`src/rtl/mic1_mem_arbiter.sv`:
```
// Shares one single-port synchronous RAM between the MIC1 data path (MAR/MDR)
// and instruction fetch (PC/MBR), stalling the core while an access is in flight.
module mic1_mem_arbiter #(
    parameter int ADDR_W = 16,
    parameter int LAT    = 1
) (
    input  logic              clock,
    input  logic              reset,
    input  logic              rd,
    input  logic              wr,
    input  logic              fetch,
    input  logic [31:0]       mar,
    input  logic [31:0]       mdr_out,
    input  logic [31:0]       pc,
    output logic              mem_req,
    output logic              mem_wren,
    output logic [ADDR_W-1:0] mem_addr,
    output logic [31:0]       mem_wdata,
    input  logic [31:0]       mem_rdata,
    output logic [31:0]       mdr_in,
    output logic              mdr_load,
    output logic [7:0]        mbr_in,
    output logic              mbr_load,
    output logic              stall,
    output logic              err
);

    typedef enum logic [2:0] {IDLE, D_ISSUE, D_WAIT, F_ISSUE, F_WAIT} state_t;

    localparam logic [2:0] CNT_LAST = 3'(LAT - 1);

    state_t            state_reg, state_next;
    logic [ADDR_W-1:0] mar_reg;
    logic [ADDR_W-1:0] pc_word_reg;
    logic [1:0]        byte_sel_reg;
    logic [31:0]       wdata_reg;
    logic              wr_reg;
    logic              fetch_reg;
    logic [2:0]        cnt_reg;
    logic              wait_done;
    logic              take;
    logic              unused_bits;

    // Only the word-address bits reach the memory; the rest wrap away.
    assign unused_bits = &{1'b0, mar[31:ADDR_W], pc[31:ADDR_W+2]};

    assign wait_done = (cnt_reg == CNT_LAST);
    assign take      = (state_reg == IDLE) && (rd || wr || fetch);
    assign mem_wdata = wdata_reg;

    always_ff @(posedge clock or posedge reset) begin
        if (reset) begin
            state_reg <= IDLE;
        end else begin
            state_reg <= state_next;
        end
    end

    always_comb begin
        state_next = state_reg;
        case (state_reg)
            IDLE: begin
                if (rd || wr)
                    state_next = D_ISSUE;
                else if (fetch)
                    state_next = F_ISSUE;
            end
            D_ISSUE: begin
                if (!wr_reg)
                    state_next = D_WAIT;
                else
                    state_next = fetch_reg ? F_ISSUE : IDLE;
            end
            D_WAIT: begin
                if (wait_done)
                    state_next = fetch_reg ? F_ISSUE : IDLE;
            end
            F_ISSUE: state_next = F_WAIT;
            F_WAIT: begin
                if (wait_done)
                    state_next = IDLE;
            end
            default: state_next = IDLE;
        endcase
    end

    always_comb begin
        stall    = (state_reg != IDLE);
        mem_req  = (state_reg == D_ISSUE) || (state_reg == F_ISSUE);
        mem_wren = (state_reg == D_ISSUE) && wr_reg;
        mem_addr = (state_reg == F_ISSUE) ? pc_word_reg : mar_reg;
    end

    // A read sampled together with a write is dropped; wr_reg alone decides.
    always_ff @(posedge clock or posedge reset) begin
        if (reset) begin
            mar_reg      <= '0;
            pc_word_reg  <= '0;
            byte_sel_reg <= '0;
            wdata_reg    <= '0;
            wr_reg       <= 1'b0;
            fetch_reg    <= 1'b0;
            cnt_reg      <= '0;
            mdr_in       <= '0;
            mdr_load     <= 1'b0;
            mbr_in       <= '0;
            mbr_load     <= 1'b0;
            err          <= 1'b0;
        end else begin
            err      <= take && rd && wr;
            mdr_load <= 1'b0;
            mbr_load <= 1'b0;
            if (take) begin
                mar_reg      <= mar[ADDR_W-1:0];
                pc_word_reg  <= pc[ADDR_W+1:2];
                byte_sel_reg <= pc[1:0];
                wdata_reg    <= mdr_out;
                wr_reg       <= wr;
                fetch_reg    <= fetch;
            end
            if (state_reg == D_WAIT || state_reg == F_WAIT)
                cnt_reg <= cnt_reg + 3'd1;
            else
                cnt_reg <= '0;
            if (state_reg == D_WAIT && wait_done) begin
                mdr_in   <= mem_rdata;
                mdr_load <= 1'b1;
            end
            if (state_reg == F_WAIT && wait_done) begin
                mbr_load <= 1'b1;
                case (byte_sel_reg)
                    2'd0:    mbr_in <= mem_rdata[7:0];
                    2'd1:    mbr_in <= mem_rdata[15:8];
                    2'd2:    mbr_in <= mem_rdata[23:16];
                    default: mbr_in <= mem_rdata[31:24];
                endcase
            end
        end
    end

endmodule

```
`config.mk`:
```
export PLATFORM = sky130hd
export DESIGN_NAME = mic1_mem_arbiter
export DESIGN_NICKNAME = d
export VERILOG_FILES = /design/src/rtl/mic1_mem_arbiter.sv
export SDC_FILE = /design/constraint.sdc
export NUM_CORES = 1
export LEC_CHECK = 0
export ABC_AREA = 1
export ABC_CLOCK_PERIOD_IN_PS = 4500
export CAP_MARGIN = 20
export CORE_MARGIN = 5
export CORE_UTILIZATION = 43
export CTS_BUF_LIST = sky130_fd_sc_hd__clkbuf_8
export DETAILED_ROUTE_END_ITERATION = 8
export GPL_TIMING_DRIVEN = 1
export PLACE_DENSITY = 0.89
export SYNTH_ARGS = -nofsm -noshare
export SYNTH_HDL_FRONTEND = slang
export SYNTH_SLANG_ARGS = --single-unit
export TNS_END_PERCENT = 5
```
`constraint.sdc`:
```
create_clock -name clock -period 4.5 [get_ports clock]
set_input_delay 0.45 -clock clock [delete_from_list [all_inputs] [get_ports clock]]
set_output_delay 0.45 -clock clock [all_outputs]
set_load 0.1 [all_outputs]
```
; ---- Word level (Yosys, flattened, before mapping)
; Cells that the tools add are included.
[totals]
register_bits = 117
inputBits = 133
elab_cells = 50
[op_classes]
addsub = 1
eq_ne = 9
muxes = 12
n_reduce_logical = 15
[ops]
columns = op, n
row1 = case mux 8 bit (3 select lines), 1
row2 = 2-to-1 mux 16 bit, 1
row3 = 2-to-1 mux 3 bit, 5
row4 = case mux 3 bit (5 select lines), 1
row5 = == test 3 x 2 -> 1 bit (second input constant), 2
row6 = logical AND 1 bit, 6
row7 = zero test 3 bit, 2
row8 = logical OR 1 bit, 4
row9 = 2-to-1 mux 2 bit, 2
row10 = inequality test 2 bit (second input constant), 2
row11 = adder 3 x 1 -> 3 bit (second input constant), 1
row12 = == test 3 x 1 -> 1 bit (second input constant), 1
row13 = == test 3 bit (second input constant), 1
row14 = inequality test 3 x 2 -> 1 bit (second input constant), 1
row15 = AND reduction 3 bit, 1
row16 = nonzero test 3 bit, 1
row17 = == test 2 x 1 -> 1 bit (second input constant), 1
row18 = == test 2 bit (second input constant), 1
row19 = zero test 2 bit, 1
row20 = 2-to-1 mux 1 bit, 2

; ---- Longest topological paths before layout
[logic_depth]
ltp_word = 5
mapped_depth = 9
depth_no_buf = 9

; ---- Worst setup path before layout
; Ideal clock, no wire load.
[synth_timing]
path_type = register to output
from = reg state_reg[2]
to = out mem_addr[0]
arrival_ns = 3.920
required_time_ns = 4.050
path_slack_ns = 0.130
stages_incl_launch_ff = 5
cell_sequence = dfrtp_1 -> nor2_2 -> nand2_1 -> clkbuf_1 -> o21ai_0
[synth_between]
elab_chain_cells = 2
[synth_rtl]
columns = item, line_no
row1 = from (decl), 32  ; state_t state_reg, state_next;
row2 = from (signal assigned), 55  ; state_reg <= state_next;
row3 = == test 3 x 2 -> 1 bit, 91  ; mem_addr = (state_reg == F_ISSUE) ? pc_word_reg : mar_reg;
row4 = 2-to-1 mux 16 bit, 91
row5 = to (decl), 17  ; output logic [ADDR_W-1:0] mem_addr,
; Every way passes these cells.

; ---- Final worst setup path
[layout_timing]
from = reg state_reg[2]
to = out mem_addr[7]
; Same word-level chain as after synthesis.

==> out/metrics.yaml <==
yosys-top-cells-area: "dfrtp_1, nand2_1, o21ai_0"
finalWirelength_mm: 13.8
clkTransAtPathRegs_ns: 0.07
fp.dieH_um: 117
dr.first_iter.drc_count: 405
grt_max_degree: 87
grt_pass1_vias: 4536
fillers: 898
fmax_ghz: 0.264
min_path_cells: 1
r2r_slack_ns: 2.60
cts.sinks: 117
maxCapViolCount: 0
place_congestion: 0.845
placed_area_mm2: 0.00695
status: "finished clean"
path_class: "reg2out"
placeableCoreArea_mm2: 0.0113
syn_avg_cell_area_um2: 8.24
rsz0062_at_grt: "no"
cts_buffer_depth: 2
drt-pass1-iter-count: 5
initial_core_util_pct: 43.5
gr-total-overflow: 0
cts_max_level: 4
worstPathArrival_ns: 3.33
dpl.hpwl_mm: 9.89
min_to: "cnt_reg[0]$_DFF_PP0_"
vias: 4476
r2r-start: "state_reg[2]$_DFFE_PP0P_"
multiInputGateArea_mm2: 0.00169
antennaDiodeCount: 0
fin_area_mm2: 0.00738
cts_tree: "built"
antenna_found_initial: 0
drcViolationCount: 0
critPathCaptureType: "primary output"
fin_skew_ns: 0.00770
insertion_delay_ns: 0.43
syn-num-nets: 730
grt_pass1_wl_mm: 22.0
io_buffers: 196
hp-class: "reg2reg"
finalCritPeriodShare_pct: 84.1
syn_to_final_growth_pct: 50.6
via_per_inst: 4.74
ctsResizeCount: 0
hold_violations: 0
critPathRequiredTime_ns: 4.05
seq_area_frac_synth_pct: 59.7
drv_slew: 0
grt_use_total_pct: 21.0
root_buffer: "clkbuf_8"
fin_nets: 924
cts-buffers-inserted: 17
timing.final.crit_period_ns: 3.78
final-setup-viol-count: 0
die_x_um: 117
post-cts-setup-buffer-count: 0
num_rows: 39
drtAntennaViolNets: 0
syn_inst: 595
worst_slew_pin_slew_ns: 1.03
max_slew_margin_pct: 31.0
yosysTopAreaCellShare_pct: 59.7
synthDistinctLibCells: 17
io_pins: 227
critPathLaunchType: "flop"
ff2ff_path_depth: 6
die_area_mm2: 0.0136
hold_ws_ns: 0.469
crit_fanout: 32
wire_per_inst_um: 14.6
netlist_area_mm2: 0.00490
yosysTopAreaCell: "dfrtp_1"
postCtsHoldBufs: 0
drive_above_1_share_pct: 5.24
hp-start: "cnt_reg[0]$_DFF_PP0_"
yosysWarnings: 0
rr_endpoint: "wr_reg$_DFFE_PP0P_"
ys_ff_latch: 117
fin_tns_setup_ns: 0
seq_area_mm2: 0.00293
[placed cells by master, fill, tap and decap left out]
| cell type | synthesis | final |
|---|---|---|
| a21oi_4 | 1 | 1 |
| buf_4 | 5 | 4 |
| bufinv_16 | 0 | 4 |
| clkbuf_8 | 0 | 18 |
| clkdlybuf4s50_1 | 0 | 196 |
| clkinv_2 | 0 | 2 |
| clkinv_4 | 0 | 1 |
| clkinvlp_4 | 0 | 4 |
| dfrtp_1 | 117 | 117 |
| ha_1 | 2 | 2 |
| inv_1 | 41 | 42 |
| inv_2 | 2 | 2 |
| inv_4 | 0 | 1 |
| inv_6 | 0 | 1 |
| nand2_1 | 314 | 314 |
| nand2_2 | 1 | 1 |
| nand3_1 | 25 | 25 |
| nor2_1 | 11 | 11 |
| nor2_2 | 2 | 2 |
| nor2_4 | 1 | 1 |
| o21ai_0 | 52 | 52 |
| xnor2_1 | 1 | 1 |
[cell usage after synthesis]
master	count
dfrtp_1	117
nand2_2	1
nand2_1	314
nor2_2	2
nor2_1	11
xnor2_1	1
a21oi_4	1
o21ai_0	52
nor2_4	1
buf_4	5
clkbuf_1	14
nand3_1	25
buf_6	1
buf_2	5
inv_2	2
ha_1	2
inv_1	41
[worst max-delay path, cell delays in order, from the launching register on]
cell,delay (ns)
dfrtp_1,0.43
nor2_2,0.24
nand2_1,0.59
o21ai_0,0.44
clkdlybuf4s50_1,1.19
[kinds of logic after synthesis]
| family | count (synthesis) | synth area share, % |
|---|---|---|
| AO/OA/AOI/OAI | 53 | 5.64 |
| XOR/XNOR | 1 | 0.179 |
| adder cells (fa/ha/maj) | 2 | 0.511 |
| buffers and inverters | 68 | 5.87 |
| flip-flops | 117 | 59.7 |
| AND/OR/NAND/NOR | 354 | 28.1 |
[metal layers]
metal,vias to the layer above,global-route usage [%],part of all wire (%)
met5,-,0,0
met4,0,9.25,2.9
met3,32,6.42,7.4
met2,173,33.9,51
met1,2058,26.1,39
li1,2213,-,-
[how the worst max path moves through the flow]
stage | startpoint | endpoint | slack, ns | cells after the start
floorplan | state_reg[2]$_DFFE_PP0P_ | mem_addr[0] | 0.13 | 4
global placement | state_reg[2]$_DFFE_PP0P_ | mem_addr[1] | 1.33 | 4
detailed placement | state_reg[2]$_DFFE_PP0P_ | mem_addr[7] | 1.21 | 4
CTS | state_reg[2]$_DFFE_PP0P_ | mem_addr[7] | 0.70 | 4
global route | state_reg[2]$_DFFE_PP0P_ | mem_addr[7] | 0.50 | 4
finish | state_reg[2]$_DFFE_PP0P_ | mem_addr[7] | 0.72 | 4
[layout make-up]
class                      count  share of cell area [%]
clock buffer                  18                    3.36
tap                          143                    2.42
sequential                   117                    39.7
timing repair buffer         200                    27.0
clock inverter                14                    2.51
multi-input combinational    410                    22.8
inverter                      43                    2.22
[metrics by stage]
stage | utilization [%] | instances | setup WS, ns
floorplan | - | 595 | 0.130
global placement | 61.6 | 913 | 1.33
detailed placement | 61.6 | 913 | 1.21
CTS | 65.5 | 945 | 0.702
global route | 65.5 | 945 | 0.503
finish | 65.5 | 945 | 0.715
Power is left out: the tool's default activity adds up to more than one toggle a clock period on the data nets, which glitch-free logic cannot reach.
